===== config.mk =====
export PLATFORM = sky130hd
export DESIGN_NAME = uart_tx
export DESIGN_NICKNAME = d
export VERILOG_FILES = /design/src/rtl/uart_tx.sv
export SDC_FILE = /design/constraint.sdc
export NUM_CORES = 1
export LEC_CHECK = 0
export ABC_CLOCK_PERIOD_IN_PS = 4700
export CAP_MARGIN = 0
export CORE_UTILIZATION = 55
export DETAILED_ROUTE_END_ITERATION = 12
export PLACE_DENSITY = 0.83
export SLEW_MARGIN = 20
export SYNTH_ARGS = -nofsm -noshare
export SYNTH_HDL_FRONTEND = slang
export SYNTH_SLANG_ARGS = --single-unit

===== constraint.sdc =====
create_clock -name clk -period 4.7 [get_ports clk]
set_input_delay 0.705 -clock clk [delete_from_list [all_inputs] [get_ports clk]]
set_output_delay 0.705 -clock clk [all_outputs]
set_load 0.1 [all_outputs]

===== src/rtl/uart_tx.sv =====
// Memory-mapped 8N1 UART transmitter: store to BASE_ADDR queues a byte in a
// FIFO, BASE_ADDR+4 reads status and clears the sticky overflow flag on write.
module uart_tx #(
  parameter int unsigned CLKS_PER_BIT = 16,
  parameter int unsigned FIFO_DEPTH   = 8,
  parameter logic [31:0] BASE_ADDR    = 32'h4000_0000
) (
  input  logic        clk,
  input  logic        rst,
  input  logic        we,
  input  logic [31:0] addr,
  input  logic [31:0] wdata,
  output logic [31:0] rdata,
  output logic        tx,
  output logic        busy
);

  localparam int AW = (FIFO_DEPTH > 1) ? $clog2(FIFO_DEPTH) : 1;
  localparam int CW = $clog2(FIFO_DEPTH + 1);
  localparam logic [31:0] STAT_ADDR = BASE_ADDR + 32'd4;
  localparam logic [15:0] BAUD_LAST = 16'(CLKS_PER_BIT - 1);

  typedef enum logic [1:0] {IDLE, START, DATA, STOP} state_e;

  logic [7:0]    mem_q [FIFO_DEPTH];
  logic [AW-1:0] wr_ptr_q, rd_ptr_q;
  logic [CW-1:0] count_q, count_d;
  logic          ovf_q, ovf_d;
  state_e        state_q;
  logic [15:0]   baud_q;
  logic [2:0]    idx_q;
  logic [7:0]    shift_q;
  logic          tx_q;

  logic wr_hit, st_hit, full, empty, push, drop, pop, baud_last;
  logic [15:0] count_ext;

  always_comb begin
    wr_hit    = we && (addr == BASE_ADDR);
    st_hit    = we && (addr == STAT_ADDR);
    full      = (count_q == CW'(FIFO_DEPTH));
    empty     = (count_q == '0);
    // Full is judged before the edge, so a simultaneous pop never rescues a push.
    push      = wr_hit && !full;
    drop      = wr_hit && full;
    pop       = (state_q == IDLE) && !empty;
    baud_last = (baud_q == BAUD_LAST);

    count_d = count_q;
    case ({push, pop})
      2'b10:   count_d = count_q + CW'(1);
      2'b01:   count_d = count_q - CW'(1);
      default: count_d = count_q;
    endcase

    ovf_d = ovf_q;
    if (drop)        ovf_d = 1'b1;
    else if (st_hit) ovf_d = 1'b0;
  end

  always_ff @(posedge clk) begin
    if (push && !rst) mem_q[wr_ptr_q] <= wdata[7:0];
  end

  always_ff @(posedge clk) begin
    if (rst) begin
      wr_ptr_q <= '0;
      rd_ptr_q <= '0;
      count_q  <= '0;
      ovf_q    <= 1'b0;
    end else begin
      if (push) wr_ptr_q <= wr_ptr_q + AW'(1);
      if (pop)  rd_ptr_q <= rd_ptr_q + AW'(1);
      count_q <= count_d;
      ovf_q   <= ovf_d;
    end
  end

  // Serialiser; tx is registered so each bit lasts exactly CLKS_PER_BIT cycles.
  always_ff @(posedge clk) begin
    if (rst) begin
      state_q <= IDLE;
      tx_q    <= 1'b1;
      baud_q  <= '0;
      idx_q   <= '0;
      shift_q <= '0;
    end else begin
      case (state_q)
        IDLE: begin
          tx_q   <= 1'b1;
          baud_q <= '0;
          if (pop) begin
            shift_q <= mem_q[rd_ptr_q];
            state_q <= START;
            tx_q    <= 1'b0;
          end
        end
        START: begin
          if (baud_last) begin
            baud_q  <= '0;
            idx_q   <= '0;
            state_q <= DATA;
            tx_q    <= shift_q[0];
          end else begin
            baud_q <= baud_q + 16'd1;
          end
        end
        DATA: begin
          if (baud_last) begin
            baud_q <= '0;
            if (idx_q == 3'd7) begin
              state_q <= STOP;
              tx_q    <= 1'b1;
            end else begin
              idx_q <= idx_q + 3'd1;
              tx_q  <= shift_q[idx_q + 3'd1];
            end
          end else begin
            baud_q <= baud_q + 16'd1;
          end
        end
        STOP: begin
          if (baud_last) begin
            baud_q  <= '0;
            state_q <= IDLE;
            tx_q    <= 1'b1;
          end else begin
            baud_q <= baud_q + 16'd1;
          end
        end
        default: begin
          state_q <= IDLE;
          tx_q    <= 1'b1;
          baud_q  <= '0;
        end
      endcase
    end
  end

  always_comb begin
    count_ext = 16'(count_q);
    rdata     = '0;
    if (addr == STAT_ADDR)
      rdata = {16'h0000, count_ext[7:0], 4'h0, ovf_q, empty, full, (state_q != IDLE)};
  end

  assign tx   = tx_q;
  assign busy = (state_q != IDLE) || !empty;

endmodule


# Word-level counts from Yosys, hierarchy flattened
# Memory sizes are Yosys's and may differ from the RTL's. A register that Yosys moved wholly into a read port is not among the register bits.
# Index checks and enable logic that the tools add are counted.
[classes] reduce_logical=21 n_lt_le_gt_ge=1 n_addsub=6 eq_ne=16 mux=26
[ops] cell="$eq A32 B31 Y1 const B" count=2
[ops] cell="$pmux W16 S2" count=1
[ops] cell="$add A16 B1 Y16 const B" count=1
[ops] cell="$eq A16 B4 Y1 const B" count=1
[ops] cell="$mux W16" count=1
[ops] cell="$mux W12" count=1
[ops] cell="$ne A2 B2 Y1 const B" count=6
[ops] cell="$mux W1" count=10
[ops] cell="$mux W2" count=5
[ops] cell="$add A3 B1 Y3 const B" count=3
[ops] cell="$mux W3" count=3
[ops] cell="$pmux W2 S4" count=1
[ops] cell="$pmux W4 S2" count=1
[ops] cell="$reduce_bool A2 Y1" count=4
[ops] cell="$eq A2 B2 Y1 const B" count=3
[ops] cell="$logic_and A1 B1 Y1" count=6
[ops] cell="$pmux W3 S2" count=1
[ops] cell="$reduce_and A5 Y1" count=1
[ops] cell="$add A4 B1 Y4 const B" count=1
[ops] cell="$eq A2 B1 Y1 const B" count=2
[ops] cell="$eq A4 B4 Y1 const B" count=1
[ops] cell="$logic_not A4 Y1" count=1
[ops] cell="$lt A3 B4 Y1 const B" count=1
[ops] cell="$pmux W1 S4" count=1
[ops] cell="10 further kinds" count=12
[word_totals] out_inout_bits=34 mem_bits_rw=64 ff_bits=33 memories=1
[mem_list] memory="mem_q" words=8 width=8 rd=1 rd_clocked_by_memory_dff=1 wr=1 line_no="25" source="logic [7:0] mem_q [FIFO_DEPTH];"

# Longest topological paths before layout
# Gate-level depths: netlist (run 1).
[depth] ltp_word=6 ltp_mapped=12 mapped_depth_nobuf=11

# Worst setup path before layout (run 1)
# OpenSTA, ideal clock, no wires.
[synth_timing] path_kind="input to output" start="input port addr[5]" end="output port rdata[1]" required_ns=3.995 setup_slack_ns=-0.140 arrival_ns=4.135 path_stages=3 path_cell_list="nor4_4 -> nand4_4 -> nor4_1"
[synth_via] elab_chain_len=2
[synth_lines] item="start: declaration" line_no="11" source="input logic [31:0] addr,"
[synth_lines] item="$eq A32 B31 Y1" line_no="143" source="if (addr == STAT_ADDR)"
[synth_lines] item="$mux W12" line_no="143"
[synth_lines] item="end: declaration" line_no="13" source="output logic [31:0] rdata,"
# Every way passes these cells.

# Worst setup path after layout (run 1)
[layout_timing] start="input port addr[22]" end="register count_q[3]"
[layout_via] elab_chain_len=5
[layout_lines] item="$eq A32 B31 Y1 (*)" line_no="39" source="wr_hit = we && (addr == BASE_ADDR);"
[layout_lines] item="$logic_and A1 B1 Y1 (*)" line_no="39"
[layout_lines] item="$logic_and A1 B1 Y1 (*)" line_no="44" source="push = wr_hit && !full;"
[layout_lines] item="$eq A2 B1 Y1 / $eq A2 B2 Y1 (equally long branches)" line_no="50" source="case ({push, pop})"
[layout_lines] item="$pmux W4 S2 / $reduce_bool A2 Y1 (equally long branches)"
[layout_lines] item="end signal: assignment" line_no="74" source="count_q <= count_d;"
[layout_lines] item="end: declaration" line_no="27" source="logic [CW-1:0] count_q, count_d;"
# Every way passes the cells marked *; elsewhere a longest branch is shown, timed or not.
# A chain may end at the register's enable or synchronous reset.

==> summary.txt, run 1 <==
Run status
  • Outcome: completed

Critical path
  • Max incr delay on CP: approximately 0.42 ns
  • WP data arrival: 3.57 ns
  • Cells along the critical path: clkdlybuf4s50_1 > nor4_2 > nand4_2 > nor3_1 > inv_2 > ha_1 > ha_1 > a21o_1 > a21oi_1 > mux2i_1 > mux2_2
  • Slowest-stage cell, CP: clkdlybuf4s50_1
  • Crit end category: flop
  • Setup crit start kind: input port
  • WP data required: between 4 and 5 ns
  • CP dominant cell by count: ha_1
  • Setup CP Type: in -> reg
  • Critical path's top delay family: simple AND/OR/NAND/NOR gates
  • CP bufs+invs: 2
  • Crit path max fanout: 10

Clock tree
  • Clock transition at path regs: roughly 0.10 ns
  • CTS hold repair buffers: 0
  • CTS sink count: approximately 110
  • TritonCTS clock tree: done
  • Root Driver: clkbuf_8
  • H-tree depth: 3
  • CTS resizes: 0
  • Total CTS buffers: 9
  • Skew-Pair Late Insertion Delay: 0.37 ns
  • Post CTS Setup Buffer Count: 0
  • Clock Path Buffers: 2

Yosys
  • Seq/Total Area, Yosys: between 50% and 60%
  • Mean Syn Cell Area: approximately 13 µm²
  • Post-synth top flop: edfxtp_1
  • FFs w/ async S/R, synth: 0%
  • Instance count of the mapped netlist: 370
  • Post-Syn Area: between 4000 and 5000 µm²
  • Count of cell types in the netlist: between 40 and 50
  • Synthesis warning total: 0
  • EDFF count, synth: between 60 and 70
  • Seq cells post-synth: roughly 110

Detailed routing
  • DR iter-0 viols: 140
  • Drt drc: 0
  • WL/cell: between 15 and 20 µm
  • Vias/cell: approximately 5.7
  • TritonRoute pass-1 iters: 4
  • Total number of vias: between 3000 and 4000
  • DRT antenna net count: 0
  • Post-Route WL: a little under 9000 µm

Power
  • Peak supply drop: approximately 0.25 mV
  • Leakage power: about 1.9 nW
  • PwrDens: about 320 nW/µm²

Timing
  • Tcrit/Tclk final: 70.5%
  • Final Hold Viols: 0
  • Fmax: 0.302 GHz
  • Worst-Margin Slew: 0.960 ns
  • Final worst clock skew: around 0.017 ns
  • Final Slew Violations: 0
  • Final setup fails: 0
  • Min Clock Period, post-route: roughly 3.3 ns
  • RSZ-0062 raised after global routing: no
  • Max_slew headroom: 35.8%

Floorplan
  • Io pins: 101
  • Die W: a little under 100 µm
  • Die ar.: 9240 µm²
  • Rows: 33
  • Die Y: between 90 and 100 µm
  • Core Area: 8380 µm²
  • Initial Util: between 50 and 60%

Place
  • Area after DPL: between 5000 and 6000 µm²
  • # port buffers: between 50 and 60
  • Post-DP HPWL: a little over 6000 µm
  • DP Cell Count: 515
  • GPL Wtd Cong: around 0.77

Layout
  • Core Util, Final: approximately two thirds
  • Post-route insts no fill: 531
  • Area Growth Syn to Fin: 15.0%
  • Fin area: roughly 5600 µm²
  • FILL cells: around 600
  • NumNets Final: roughly 500
  • Share of cells above drive strength 1: about 14%
  • Ant diodes: 0

GRT
  • Grt total ovfl: 0
  • Antenna violations before repair: 0
  • Tot GR Track Use: a little over a fifth
  • Largest net degree at the start of global routing: 35
  • Number of global-route vias before repair: between 2000 and 3000
  • First-pass GRT wire length: ~15000 µm

Hold path
  • HP Class: reg -> reg

Flow run
  • Max-cap viol count: 0
==> through the flow <==
stage	TNS, ns	total power, mW	worst slack (ns)	hold WS [ns]
after floorplan	-0.423	1.17	-0.106	0.426
after global placement	0	1.22	1.03	0.439
after detailed placement	0	1.22	1.02	0.454
after CTS	0	1.80	1.39	0.477
after global routing	0	1.85	1.16	0.510
final	0	1.79	1.38	0.475
==> report_power, final <==
| group | internal (mW) | switching, mW | total [mW] |
|---|---|---|---|
| Sequential | 0.979 | 0.00429 | 0.983 |
| Combinational | 0.0573 | 0.161 | 0.219 |
| Clock | 0.262 | 0.329 | 0.591 |
| Total | 1.30 | 0.495 | 1.79 |
==> worst paths after layout <==
path / to / depth (start not counted) / start / slack [ns]
setup reg to reg: count_q[3] / 9 / count_q[0] / 1.70
setup / recovery: count_q[3] / 11 / addr[22] / 1.38
hold reg to reg: baud_q[0] / 1 / baud_q[0] / 0.48
hold / removal: baud_q[0] / 1 / baud_q[0] / 0.48
==> kinds of logic after synthesis <==
group	synth area share, %
AND/OR/NAND/NOR	15.6
flip-flops	56.3
buffers and inverters	5.98
AO/OA/AOI/OAI	4.34
multiplexers	11.2
XOR/XNOR	3.05
adder cells (fa/ha/maj)	3.49
other	0.0769
==> layout make-up <==
cell class	instances	area, µm²	area share, %
Sequential cell	105	2740	48.9
Multi-Input combinational cell	237	1940	34.6
Timing Repair Buffer	56	531	9.46
Tap cell	105	131	2.34
Clock buffer	9	124	2.21
Clock inverter	7	95.1	1.70
Inverter	12	45.0	0.803
==> per-layer routing <==
layer / global-route usage (%) / share of wire, %
met5: 0 / 0
met4: 6.34 / 1.8
met3: 5.45 / 4.6
met2: 36.3 / 50
met1: 26.4 / 43
==> sequential cells by signal, summed over array words and instances (netlist names) <==
register,flops
ovf_q,1
state_q,2
count_q,4
baud_q,16
idx_q,3
wr_ptr_q,3
tx,1
mem_q,64
shift_q,8
rd_ptr_q,3
==> cell usage in the layout, fill, tap and decap left out, types with 3 or more instances in the layout <==
| cell type | count |
|---|---|
| o21ai_0 | 5 |
| clkdlybuf4s50_1 | 44 |
| nand4_1 | 7 |
| clkbuf_8 | 9 |
| edfxtp_1 | 64 |
| xnor2_1 | 3 |
| buf_4 | 12 |
| nor2_1 | 37 |
| mux4_2 | 18 |
| nand3_1 | 8 |
| nand2_1 | 7 |
| nand2b_1 | 6 |
| ha_1 | 12 |
| nor4_2 | 4 |
| dfxtp_1 | 41 |
| and3_1 | 6 |
| conb_1 | 24 |
| inv_1 | 10 |
| and2_1 | 3 |
| nor4_1 | 8 |
| nor4_4 | 3 |
| nor2b_1 | 5 |
| mux2i_1 | 12 |
| nor3_1 | 5 |
| and4_1 | 7 |
| a21oi_1 | 9 |
| a211oi_1 | 12 |
| xor2_1 | 14 |
==> worst register-to-register path: stages, from the launching register on <==
cell,delay [ns]
dfxtp_1,0.37
nor4_1,0.59
nand2b_1,0.27
inv_2,0.18
ha_1,0.29
ha_1,0.29
a21o_1,0.18
a21oi_1,0.17
mux2i_1,0.21
mux2_2,0.35
==> synth_stat cells, types with 2 or more instances <==
master / instances / share of area (%)
ha_1: 12 / 3.1
and3_1: 6 / 0.77
and2_1: 3 / 0.39
nor2_1: 37 / 2.8
and3b_1: 2 / 0.36
edfxtp_1: 64 / 39
or3_1: 2 / 0.26
nor4_4: 3 / 1.3
mux2i_1: 12 / 2.5
xnor2_1: 3 / 0.54
nor2b_1: 5 / 0.64
nor4_2: 3 / 0.77
buf_2: 5 / 0.51
a211oi_1: 12 / 1.8
inv_1: 10 / 0.77
and4_1: 7 / 1.3
nand4_1: 7 / 0.90
dfxtp_1: 41 / 17
mux4_2: 18 / 8.3
o21ai_0: 5 / 0.51
nor4_1: 9 / 1.2
nand3_1: 8 / 0.82
inv_2: 2 / 0.15
nand2b_1: 6 / 0.77
buf_1: 3 / 0.23
or4_1: 2 / 0.31
nand2_1: 7 / 0.54
clkbuf_1: 6 / 0.46
a21oi_1: 9 / 0.92
nor4b_1: 2 / 0.36
buf_4: 25 / 3.9
xor2_1: 14 / 2.5
nor3_1: 5 / 0.51
Power figures use the tool's default switching activity.
==> inputs of run 2 (changes only) <==
ABC_CLOCK_PERIOD_IN_PS = 3500   (was 4700)
CORE_UTILIZATION = 51   (was 55)
PLACE_DENSITY = 0.78   (was 0.83)
clock period = 3.5 ns   (was 4.7 ns; I/O delays follow)
==> run 2 against run 1 <==
Combinational power rose by 33%. Non-clock buffer count grew 4. Highest routed layer unchanged. Critical endpoint unchanged. First-iteration DRC count shrank 41%. Sequential power increased by 34%. Count of clock-buffer cells in the layout rose by 1. Clock skew is 0.0026 ns higher. Register-to-register slack worse by 0.93 ns. Design area increased by 2.4%. Cell count grew 5.3%.
==> summary.txt, run 2 (same netlist as run 1, synthesis figures left out) <==
Run status
  • Outcome: completed

Clock tree
  • Skew-Pair Late Insertion Delay: about 0.38 ns
  • Root Driver: clkbuf_8
  • Clock Path Buffers: 2
  • CTS sink count: 105
  • H-tree depth: 3
  • Clock transition at path regs: 0.11 ns
  • Post CTS Setup Buffer Count: 0
  • TritonCTS clock tree: done
  • Total CTS buffers: 9
  • CTS hold repair buffers: 0
  • CTS resizes: 0

Place
  • DP Cell Count: 543
  • GPL Wtd Cong: ~0.81
  • Post-DP HPWL: approximately 6400 µm
  • # port buffers: 52
  • Dpl ws: roughly 0.0048 ns

Detailed routing
  • Vias/cell: 5.39
  • Post-Route WL: roughly 9000 µm
  • Drt drc: 0
  • TritonRoute pass-1 iters: 4
  • Total number of vias: approximately 3000
  • WL/cell: approximately 16 µm
  • DR iter-0 viols: 83
  • DRT antenna net count: 0

Floorplan
  • Die ar.: 9950 µm²
  • Die Y: around 100 µm
  • Die W: around 100 µm
  • Rows: 35
  • Initial Util: 52.8%
  • Core Area: between 9000 and 10000 µm²
  • Io pins: about 100

Timing
  • Fin worst setup slack: approximately 0.4 ns
  • Setup_tns: 0 ns
  • Tcrit/Tclk final: about 89%
  • Final setup fails: 0
  • Worst-Margin Slew: 0.960 ns
  • Final Hold Viols: 0
  • Max_slew headroom: between 30% and 40%
  • RSZ-0062 raised after global routing: no
  • Final worst clock skew: around 0.019 ns
  • Min Clock Period, post-route: roughly 3.1 ns
  • Final Slew Violations: 0
  • Fmax: 0.323 GHz
  • Hold_ws: 0.473 ns

Flow run
  • Max-cap viol count: 0

Layout
  • Max reg flops: 64
  • Most flops, register: mem_q
  • Area Growth Syn to Fin: 17.8%
  • Commonest cells after routing, fill and taps aside: edfxtp_1 (64), clkdlybuf4s50_1 (43), dfxtp_1 (41), nor2_1 (37), conb_1 (24)
  • Post-route insts no fill: 559
  • Share of cells above drive strength 1: between 15 and 20%
  • FILL cells: 713
  • Ant diodes: 0
  • Commonest non-fill, non-tap cell in the layout: edfxtp_1
  • Largest registers: mem_q (64), baud_q (16), shift_q (8)
  • NumNets Final: a little over 500
  • Area of the multi-input gates: about 1900 µm²
  • FF/Latch Area: 2740 µm²

Critical path
  • Max incr delay on CP: 0.47 ns
  • Slowest-stage cell, CP: clkdlybuf4s50_1
  • Setup crit start kind: input port
  • WP data arrival: 3.38 ns
  • CP bufs+invs: 2
  • Critical path's top delay family: simple AND/OR/NAND/NOR gates
  • Crit path max fanout: 2
  • CP dominant cell by count: ha_1
  • Crit end category: flop
  • Cells along the critical path: clkdlybuf4s50_1 > nor4_4 > nand4_4 > nor3_1 > inv_2 > ha_1 > ha_1 > a21o_1 > a21oi_1 > mux2i_1 > mux2_2
  • WP data required: about 3.8 ns
  • Setup CP Type: in -> reg

GRT
  • Met2 Usage GRT: approximately a third
  • Met1 global-route usage: between 20% and 30%
  • Largest net degree at the start of global routing: 22
  • Number of global-route vias before repair: 2956
  • First-pass GRT wire length: around 15000 µm
  • Tot GR Track Use: 19.9%
  • Routing usage on met3: under 10%
  • Antenna violations before repair: 0
  • GR peak layer: met2
  • Grt total ovfl: 0

Power
  • Peak supply drop: between 0.4 and 0.5 mV
  • PwrDens: slightly above 400 nW/µm²
  • Clock Power Share: a little under a third
  • Leakage power: roughly 2.0 nW
  • Net Sw Frac: approximately 28%
  • Net Sw Power: roughly 0.66 mW
  • Sequential power share: a little under three fifths
  • Int Power: 1.69 mW
  • Gate power share: between 10 and 15%
  • Final Power: roughly 2.3 mW

Hold path
  • HP Class: reg -> reg
## run 2: cell types whose count changed in the layout (fill, tap and decap cells not counted)
| cell | delta |
|---|---|
| buf_12 | +8 |
| buf_4 | -3 |
| bufinv_16 | -1 |
| clkbuf_8 | +1 |
| clkdlybuf4s50_1 | -1 |
| clkinv_2 | +1 |
| clkinv_4 | -2 |
| clkinvlp_4 | +1 |
## run 2: worst paths after layout
path / startpoint / endpoint / slack (ns) / depth (start not counted)
min reg2reg: baud_q[0] / baud_q[0] / 0.47 / 1
min: baud_q[0] / baud_q[0] / 0.47 / 1
max: addr[13] / count_q[3] / 0.40 / 11
max reg2reg: count_q[1] / count_q[3] / 0.77 / 10
## run 2: cell type report
cell class,instances,share of cell area (%)
multi-input combinational,237,33.8
clock inverter,6,1.05
clock buffer,10,2.40
sequential,105,47.7
timing repair buffer,60,11.5
tap,129,2.81
inverter,12,0.784
## run 2: metal layers
layer,vias to the layer above,wire (µm)
met5,-,0
met2,48,4620
met3,14,229
met1,1494,4030
met4,0,142
li1,1457,-
## run 2: stage by stage
stage | util, % | instance area (µm²)
floorplan | - | 4970
finish | 62.2 | 5740
global placement | 60.0 | 5550
global route | 62.2 | 5740
CTS | 62.2 | 5740
detailed placement | 60.0 | 5550
## run 2: power groups by stage
| stage | clock network [mW] | registers, mW | logic (mW) |
|---|---|---|---|
| after floorplan | 0 | 1.36 | 0.216 |
| after global placement | 0 | 1.35 | 0.287 |
| after CTS | 0.749 | 1.32 | 0.292 |
| final | 0.736 | 1.32 | 0.292 |
| after global routing | 0.798 | 1.32 | 0.309 |
| after detailed placement | 0 | 1.35 | 0.291 |
==> inputs of run 3 (changes only) <==
CORE_ASPECT_RATIO = 0.75   (was not set)
CORE_UTILIZATION = 40   (was 51)
PLACE_DENSITY = 0.63   (was 0.78)
==> run 3 against run 2 <==
Cell count up 6.1%. Clock power grew 32%. Global-route usage is 4.6 points lower. Routed wire length up 0.91%. Critical path depth did not move. Register-to-register slack better by 0.02 ns. Utilization fell by 12 points. Via count is 0.86% higher. Critical path type unchanged. Highest routed layer unchanged.
==> summary.txt, run 3 (same netlist as run 1, synthesis figures left out) <==
GRT
  • Largest net degree at the start of global routing: 21
  • Tot GR Track Use: about 15%
  • Grt total ovfl: 0
  • Antenna violations before repair: 0
  • First-pass GRT wire length: 14600 µm
  • Number of global-route vias before repair: around 2900

Clock tree
  • CTS hold repair buffers: 0
  • CTS resizes: 0
  • Root Driver: clkbuf_16
  • TritonCTS clock tree: done
  • H-tree depth: 3
  • Clock Path Buffers: 2
  • CTS sink count: between 100 and 150
  • Total CTS buffers: 9
  • Skew-Pair Late Insertion Delay: around 0.34 ns
  • Post CTS Setup Buffer Count: 0
  • Clock transition at path regs: about 0.070 ns

Floorplan
  • Core Area: 11700 µm²
  • Die ar.: 12600 µm²
  • Die Y: slightly below 100 µm
  • Die W: approximately 130 µm
  • Rows: 34
  • Io pins: around 100
  • Initial Util: between 40% and 50%

Critical path
  • Worst setup path start: addr[13]
  • Reg-to-Reg Start: state_q[0]
  • Crit path max fanout: 3
  • WP data arrival: approximately 3.3 ns
  • WP data required: ~3.7 ns
  • Setup crit start kind: input port
  • Setup CP Type: in -> reg
  • Crit end category: flop

Layout
  • Fin area: between 5000 and 6000 µm²
  • Share of cells above drive strength 1: between 15 and 20%
  • Area Growth Syn to Fin: 20.6%
  • Commonest cells after routing, fill and taps aside: edfxtp_1 (64), clkdlybuf4s50_1 (43), dfxtp_1 (41), nor2_1 (37), conb_1 (24)
  • NumNets Final: slightly above 500
  • Commonest non-fill, non-tap cell in the layout: edfxtp_1
  • Most flops, register: mem_q
  • Ant diodes: 0
  • Max reg flops: 64
  • Largest registers: mem_q (64), baud_q (16), shift_q (8)

Timing
  • Worst-Margin Slew: about 0.96 ns
  • Tcrit/Tclk final: 88.1%
  • Max_slew headroom: between 30% and 40%
  • Min Clock Period, post-route: 3.08 ns
  • Final worst clock skew: 0.00981 ns
  • RSZ-0062 raised after global routing: no
  • Final Hold Viols: 0
  • Final Slew Violations: 0
  • Fmax: between 0.3 and 0.4 GHz
  • Setup_tns: 0 ns
  • Final setup fails: 0
  • Fin worst setup slack: ~0.42 ns

Hold path
  • Hold Crit Start: baud_q[0]
  • HP Class: reg -> reg

Detailed routing
  • DR iter-0 viols: around 120
  • Drt drc: 0
  • TritonRoute pass-1 iters: 4
  • Total number of vias: 3039
  • DRT antenna net count: 0
  • Post-Route WL: approximately 9100 µm
  • WL/cell: approximately 15 µm
  • Vias/cell: 5.12

Place
  • Post-DP HPWL: ~6500 µm
  • Area after DPL: 5590 µm²
  • Dpl ws: ~0.02 ns
  • GPL Wtd Cong: approximately 0.8
  • # port buffers: between 50 and 60

Power
  • Peak supply drop: roughly 0.23 mV
  • PwrDens: between 400 and 500 nW/µm²
  • Net Sw Frac: a little over a quarter
  • Leakage power: approximately 2.0 nW
  • Gate power share: 11.4%
  • Int Power: 1.89 mW
  • Net Sw Power: about 0.7 mW
  • Clock Power Share: between 30% and 40%
  • Sequential power share: just over 50%

Run status
  • Outcome: completed

Flow run
  • Max-cap viol count: 0
-- run 3: per-stage QoR --
step                hold slack (ns)  util (%)  power [mW]  cells
floorplan                     0.426         -        1.58    393
global placement              0.445      47.6        1.64    577
detailed placement            0.453      47.6        1.64    577
CTS                           0.470      50.1        2.61    593
global route                  0.491      50.1        2.67    593
finish                        0.473      50.1        2.59    593
-- run 3: area by class of cell --
cell class | count | area [µm²]
Fill cell | 998 | 5860
Sequential cell | 105 | 2740
Multi-Input combinational cell | 237 | 1930
Timing Repair Buffer | 61 | 666
Clock buffer | 9 | 225
Tap cell | 162 | 203
Clock inverter | 7 | 65.1
Inverter | 12 | 45.0
-- run 3: power by group through the flow --
stage	Sequential, mW	Clock (mW)	Combinational (mW)
finish	1.32	0.975	0.294
global route	1.32	1.04	0.309
CTS	1.32	0.995	0.294
detailed placement	1.35	0	0.293
global placement	1.35	0	0.290
floorplan	1.36	0	0.216
-- run 3: critical path: stages --
cell and delay (ns):
clkdlybuf4s50_1 0.45, nor4_4 0.35, nand4_4 0.18, nor3_1 0.35, inv_2 0.05, ha_1 0.22
buf_4 0.15, ha_1 0.30, a21oi_1 0.18, mux2i_1 0.22, mux2_2 0.34
-- run 3: final timing paths --
kind	end	slack, ns	cells after the start
hold / removal	baud_q[0]	0.47	1
setup / recovery	count_q[3]	0.42	11
hold reg to reg	baud_q[0]	0.47	1
setup reg to reg	count_q[3]	0.79	10
-- run 3: per-layer routing --
metal / up-vias / global-route usage [%] / share of wire [%]
met5: - / 0 / 0
met4: 0 / 4.29 / 1.0
met3: 7 / 3.19 / 6.1
met2: 106 / 23.9 / 46
met1: 1466 / 21.5 / 47
li1: 1460 / - / -
